===== src/rtl/writeback_if.sv =====
// Writeback stage bus: execute result, decode issue/read requests and the
// values, hazard flags and retired-write count returned to the pipeline.
interface writeback_if #(
  parameter int unsigned WORD_SIZE   = 32,
  parameter int unsigned COUNT_WIDTH = 32
);
  logic [WORD_SIZE-1:0]   data_in;
  logic [4:0]             reg_dest_in;
  logic                   write_enable_in;
  logic                   issue_valid;
  logic [4:0]             issue_dest;
  logic [4:0]             read_addr1;
  logic [4:0]             read_addr2;
  logic [WORD_SIZE-1:0]   read_data1;
  logic [WORD_SIZE-1:0]   read_data2;
  logic                   hazard1;
  logic                   hazard2;
  logic [COUNT_WIDTH-1:0] retire_count;

  // Pipeline side: presents results, issues and read requests.
  modport master (
    output data_in, reg_dest_in, write_enable_in, issue_valid, issue_dest,
    output read_addr1, read_addr2,
    input  read_data1, read_data2, hazard1, hazard2, retire_count
  );

  // Writeback stage side.
  modport slave (
    input  data_in, reg_dest_in, write_enable_in, issue_valid, issue_dest,
    input  read_addr1, read_addr2,
    output read_data1, read_data2, hazard1, hazard2, retire_count
  );
endinterface


===== src/rtl/writeback.sv =====
// Writeback stage and 32-entry architectural register file.
// A result is latched on one edge and committed on the next. Two
// combinational read ports report per-register pending hazards from the
// issue scoreboard. Optional macro WB_BYPASS_EN forwards the latched,
// not-yet-committed result to the read ports one cycle early.
module writeback #(
  parameter int unsigned WORD_SIZE   = 32,
  parameter int unsigned COUNT_WIDTH = 32
) (
  input logic        clock,
  input logic        reset_n,
  writeback_if.slave bus
);

  logic [WORD_SIZE-1:0]   wb_data_q;
  logic [4:0]             wb_rd_q;
  logic                   wb_we_q;
  logic [WORD_SIZE-1:0]   regs_q [32];
  logic [31:0]            pending_q;
  logic [31:0]            pending_d;
  logic [COUNT_WIDTH-1:0] retire_count_q;
  logic                   commit;

  // Writes aimed at x0 are dropped here, so they neither land nor count.
  assign commit = wb_we_q && (wb_rd_q != 5'd0);

  // Stage latch: capture the execute result every edge.
  always_ff @(posedge clock or negedge reset_n) begin
    if (!reset_n) begin
      wb_data_q <= '0;
      wb_rd_q   <= '0;
      wb_we_q   <= 1'b0;
    end else begin
      wb_data_q <= bus.data_in;
      wb_rd_q   <= bus.reg_dest_in;
      wb_we_q   <= bus.write_enable_in;
    end
  end

  // Register file: commit the latched result one edge after capture.
  always_ff @(posedge clock or negedge reset_n) begin
    if (!reset_n) begin
      for (int i = 0; i < 32; i++) begin
        regs_q[i] <= '0;
      end
    end else if (commit) begin
      regs_q[wb_rd_q] <= wb_data_q;
    end
  end

  // Scoreboard next state: a same-edge issue is younger than the commit,
  // so the set is applied after the clear.
  always_comb begin
    pending_d = pending_q;
    if (commit) begin
      pending_d[wb_rd_q] = 1'b0;
    end
    if (bus.issue_valid && (bus.issue_dest != 5'd0)) begin
      pending_d[bus.issue_dest] = 1'b1;
    end
    pending_d[0] = 1'b0;
  end

  // Scoreboard and retired-write counter state.
  always_ff @(posedge clock or negedge reset_n) begin
    if (!reset_n) begin
      pending_q      <= '0;
      retire_count_q <= '0;
    end else begin
      pending_q      <= pending_d;
      retire_count_q <= retire_count_q + COUNT_WIDTH'(commit);
    end
  end

  // Combinational read ports with optional forwarding from the stage latch.
  always_comb begin
    bus.read_data1 = (bus.read_addr1 == 5'd0) ? '0 : regs_q[bus.read_addr1];
    bus.read_data2 = (bus.read_addr2 == 5'd0) ? '0 : regs_q[bus.read_addr2];
    bus.hazard1    = pending_q[bus.read_addr1];
    bus.hazard2    = pending_q[bus.read_addr2];
`ifdef WB_BYPASS_EN
    if (wb_we_q && (wb_rd_q == bus.read_addr1) && (bus.read_addr1 != 5'd0)) begin
      bus.read_data1 = wb_data_q;
      bus.hazard1    = 1'b0;
    end
    if (wb_we_q && (wb_rd_q == bus.read_addr2) && (bus.read_addr2 != 5'd0)) begin
      bus.read_data2 = wb_data_q;
      bus.hazard2    = 1'b0;
    end
`endif
  end

  assign bus.retire_count = retire_count_q;

endmodule


===== src/flat_wrapper.sv =====
// flat-port wrapper written by rule: the top's interface ports become plain ports
module writeback_flat 
#(
  parameter int unsigned WORD_SIZE   = 32,
  parameter int unsigned COUNT_WIDTH = 32
)
  (clock, reset_n, bus_data_in, bus_reg_dest_in, bus_write_enable_in, bus_issue_valid, bus_issue_dest, bus_read_addr1, bus_read_addr2, bus_read_data1, bus_read_data2, bus_hazard1, bus_hazard2, bus_retire_count);
  writeback_if #(.WORD_SIZE(WORD_SIZE), .COUNT_WIDTH(COUNT_WIDTH)) bus_i ();
  input logic clock;
  input logic reset_n;
  input wire logic [$bits(bus_i.data_in)-1:0] bus_data_in;
  input wire logic [$bits(bus_i.reg_dest_in)-1:0] bus_reg_dest_in;
  input wire logic [$bits(bus_i.write_enable_in)-1:0] bus_write_enable_in;
  input wire logic [$bits(bus_i.issue_valid)-1:0] bus_issue_valid;
  input wire logic [$bits(bus_i.issue_dest)-1:0] bus_issue_dest;
  input wire logic [$bits(bus_i.read_addr1)-1:0] bus_read_addr1;
  input wire logic [$bits(bus_i.read_addr2)-1:0] bus_read_addr2;
  output wire logic [$bits(bus_i.read_data1)-1:0] bus_read_data1;
  output wire logic [$bits(bus_i.read_data2)-1:0] bus_read_data2;
  output wire logic [$bits(bus_i.hazard1)-1:0] bus_hazard1;
  output wire logic [$bits(bus_i.hazard2)-1:0] bus_hazard2;
  output wire logic [$bits(bus_i.retire_count)-1:0] bus_retire_count;
  assign bus_i.data_in = bus_data_in;
  assign bus_i.reg_dest_in = bus_reg_dest_in;
  assign bus_i.write_enable_in = bus_write_enable_in;
  assign bus_i.issue_valid = bus_issue_valid;
  assign bus_i.issue_dest = bus_issue_dest;
  assign bus_i.read_addr1 = bus_read_addr1;
  assign bus_i.read_addr2 = bus_read_addr2;
  assign bus_read_data1 = bus_i.read_data1;
  assign bus_read_data2 = bus_i.read_data2;
  assign bus_hazard1 = bus_i.hazard1;
  assign bus_hazard2 = bus_i.hazard2;
  assign bus_retire_count = bus_i.retire_count;
  writeback #(.WORD_SIZE(WORD_SIZE), .COUNT_WIDTH(COUNT_WIDTH)) u_core (.clock(clock), .reset_n(reset_n), .bus(bus_i));
endmodule

===== config.mk =====
export PLATFORM = sky130hd
export DESIGN_NAME = writeback_flat
export DESIGN_NICKNAME = d
export VERILOG_FILES = /design/src/rtl/writeback_if.sv /design/src/rtl/writeback.sv /design/src/flat_wrapper.sv
export SDC_FILE = /design/constraint.sdc
export NUM_CORES = 2
export LEC_CHECK = 0
export ABC_CLOCK_PERIOD_IN_PS = 2160
export BUFFER_PORTS_ARGS = -buffer_cell sky130_fd_sc_hd__buf_2
export CAP_MARGIN = 20
export CORE_MARGIN = 1
export CORE_UTILIZATION = 33
export CTS_CLUSTER_SIZE = 28
export DETAILED_ROUTE_END_ITERATION = 10
export PLACE_DENSITY = 0.46
export REMOVE_ABC_BUFFERS = 1
export SLEW_MARGIN = 20
export SYNTH_ARGS = -nofsm -noshare
export SYNTH_HDL_FRONTEND = slang
export SYNTH_SLANG_ARGS = --single-unit
export TNS_END_PERCENT = 20

===== constraint.sdc =====
create_clock -name clock -period 2.16 [get_ports clock]
set_input_delay 0.324 -clock clock [delete_from_list [all_inputs] [get_ports clock]]
set_output_delay 0.324 -clock clock [all_outputs]
set_load 0.03 [all_outputs]

==> impl_metrics.py <==
metrics = {
    "sta": {
        "clock-skew-final_ns": 0.0263,
        "tns_ns": -36.13,
        "setup_slack_ns": -0.757,
        "hold_violations": 0,
        "drv_slew": 0,
        "rsz0062_at_grt": "true",
        "hold_ws_ns": 0.0829,
        "worst_pin_slew_ns": 1.03,
        "relSlewSlack_pct": 31.6,
        "min_period_over_period_pct": 135,
        "finalSetupViolations": 78,
        "max_freq_mhz": 343,
        "period_needed_ns": 2.92,
    },
    "pwr": {
        "cellPowerDensity_mw_per_mm2": 884,
        "total_power_uw": 66500,
        "leakagePower_uw": 0.0328,
        "ir_drop_uv": 725,
    },
    "layout": {
        "nFillCells": 15800,
        "areaGrowthSynthToFinish_pct": 28.9,
        "diodes": 0,
        "final_core_utilization_pct": 43.0,
        "drive_gt1_share_pct": 62.6,
        "nets": 4510,
    },
    "synth": {
        "yosysSeqAreaShare_pct": 48.2,
        "synth_common_cells": "dfrtp_1 (1125), mux2_2 (1058), mux4_2 (466), clkbuf_1 (247), buf_2 (154)",
        "yosysTopAreaCell": "dfrtp_1",
        "avgSynthCellArea_um2": 14.9,
        "netlist_area_mm2": 0.0584,
        "synth_top_area_share_pct": 48.2,
        "synth.distinct_cells": 42,
        "synth_edf_count": 0,
        "yosys_register_bits": 1125,
        "synth_most_common_cell": "dfrtp_1",
        "synth_ff_type": "dfrtp_1",
        "synthArstFlopShare_pct": 100,
        "synth_area_leaders": "dfrtp_1 (48%), mux2_2 (20%), mux4_2 (18%)",
        "post_synth_inst_count": 3914,
        "yosysWarnings": 0,
    },
    "clock_network": {
        "cts_root_buffer": "clkbuf_16",
        "cts_buffers": 139,
        "clockBufferDepth": 3,
        "clk_pin_slew_worst_paths_ns": 0.06,
        "clk-insertion-delay-late_ns": 0.77,
        "cts_tree": "done",
        "htree_levels": 4,
        "clkSinkCount": 1125,
    },
    "setup_path": {
        "start_kind": "register",
        "path_buf_inv": 1,
        "cp_slowest_cell": "mux4_2",
        "worstPathArrival_ns": 2.59,
        "worst_path_most_repeated_cell": "mux4_2",
        "cp_max_fo": 3,
        "crit_path_start": "u_core.pending_q[15]",
        "path_delay_family": "multiplexers",
        "critical_path_class": "reg2out",
        "path_cells": "mux4_2 > mux4_2 > mux2_4 > buf_6",
        "crit_path_end_kind": "primary output",
        "cpPeakStageDelay_ns": 0.49,
        "r2r_start": "u_core.wb_rd_q[4]",
        "required_ns": 1.84,
    },
    "floorplan": {
        "core.rowCount": 153,
        "die_area_mm2": 0.179,
        "initial_utilization_pct": 33.4,
        "io_pins": 154,
        "die_x_um": 423,
        "die_h_um": 423,
        "coreArea_mm2": 0.175,
    },
    "grt": {
        "grt_start_max_net_pins": 94,
        "grt_first_pass_wirelength_um": 306000,
        "antenna_found_initial": 5,
        "track_usage_pct": 23.5,
        "overflow": 0,
        "first_global_vias": 41400,
    },
    "route": {
        "vias": 38800,
        "avgViaCountPerCell": 5.65,
        "ant_nets": 0,
        "first_pass_iters": 5,
        "drt-total-wl_um": 209000,
        "drt_iter0_markers": 2531,
        "drc": 0,
        "routedWlPerCell_um": 30.4,
    },
    "placed_design": {
        "gp_congestion": 0.815,
        "pre_cts_ws_ns": -0.999,
        "hpwl_um": 138000,
        "io_buffers": 153,
    },
    "run_status": {
        "outcome": "finished with violations",
        "violations": "setup timing",
    },
    "hold_path": {
        "hold_class": "in2async",
    },
    "flow_run": {
        "max_cap_violations": 0,
    },
}
-- final cells by class --
type	count	area [um2]	share of cell area, %
Clock inverter	47	573	0.762
Clock buffer	197	4040	5.38
Tap cell	2325	2910	3.87
Multi-Input combinational cell	2336	31000	41.2
Inverter	10	42.5	0.0565
Timing Repair Buffer	839	8500	11.3
Sequential cell	1125	28200	37.4
-- sequential cells by signal (all words and copies together) (netlist names) --
signal / cells
u_core.bus.retire_count: 32
u_core.regs_q: 1024
u_core.wb_rd_q: 5
u_core.wb_data_q: 32
u_core.pending_q: 31
u_core.wb_we_q: 1
-- repair_timing --
action,in CTS,in global routing
hold endpoints to repair,826,0
hold buffers,47,0
pin swaps,99,76
cloned,0,2
endpoints found under the setup margin,526,357
buffers inserted,28,19
gates resized for setup,559,154
-- cells by family after synthesis --
family / synth area share, %
buffers and inverters: 3.32
adder cells (fa/ha/maj): 0.0643
flip-flops: 48.2
multiplexers: 40.6
AO/OA/AOI/OAI: 5.03
AND/OR/NAND/NOR: 2.26
XOR/XNOR: 0.450
-- routing by layer --
layer / vias to the layer above / global-route usage (%) / part of all wire (%)
li1: 16300 / - / -
met1: 21300 / 32.0 / 44
met2: 957 / 39.3 / 49
met3: 312 / 3.07 / 3.9
met4: 0 / 6.62 / 2.8
met5: - / 0 / 0
-- final timing paths --
path	to	slack, ns	cells past startpoint
max in group asynchronous	u_core.regs_q[234]	1.14	4
min in group clock	u_core.wb_data_q[11]	0.20	2
hold / removal	u_core.wb_data_q[9]	0.08	2
setup / recovery	bus_hazard1	-0.76	4
setup reg to reg	u_core.regs_q[790]	-0.03	7
hold reg to reg	u_core.regs_q[1013]	0.39	0
-- power by group --
| part | internal [uW] | total, uW | switching [uW] |
|---|---|---|---|
| logic | 8760 | 14800 | 6050 |
| clock network | 14300 | 23900 | 9610 |
| registers | 24900 | 27700 | 2840 |
-- worst register-to-register path, stage by stage (launching register included) --
cell	delay, ns
dfrtp_2	0.46
buf_4	0.16
buf_4	0.13
nor3b_4	0.46
buf_4	0.22
nand2_4	0.07
buf_12	0.22
mux2_2	0.35
-- placed cells by master (no fill, tap or decap), types with 44 or more instances in the layout --
cell type and count:
o21ai_2 44, buf_4 478, clkbuf_16 146, dfrtp_1 1122
nor2b_1 53, buf_6 73, mux4_2 466, a211oi_2 57
mux2i_1 129, dlygate4sd3_1 47, buf_2 81, mux2_2 949
buf_12 153, a22oi_1 51, mux2_4 109
-- stage by stage --
step / instance area (um2) / cells
final: 75200 / 6879
after CTS: 74400 / 6866
after floorplan: 56500 / 3471
after detailed placement: 67100 / 6568
after global placement: 67000 / 6568
after global routing: 75200 / 6879
Power figures use the tool's default switching activity.
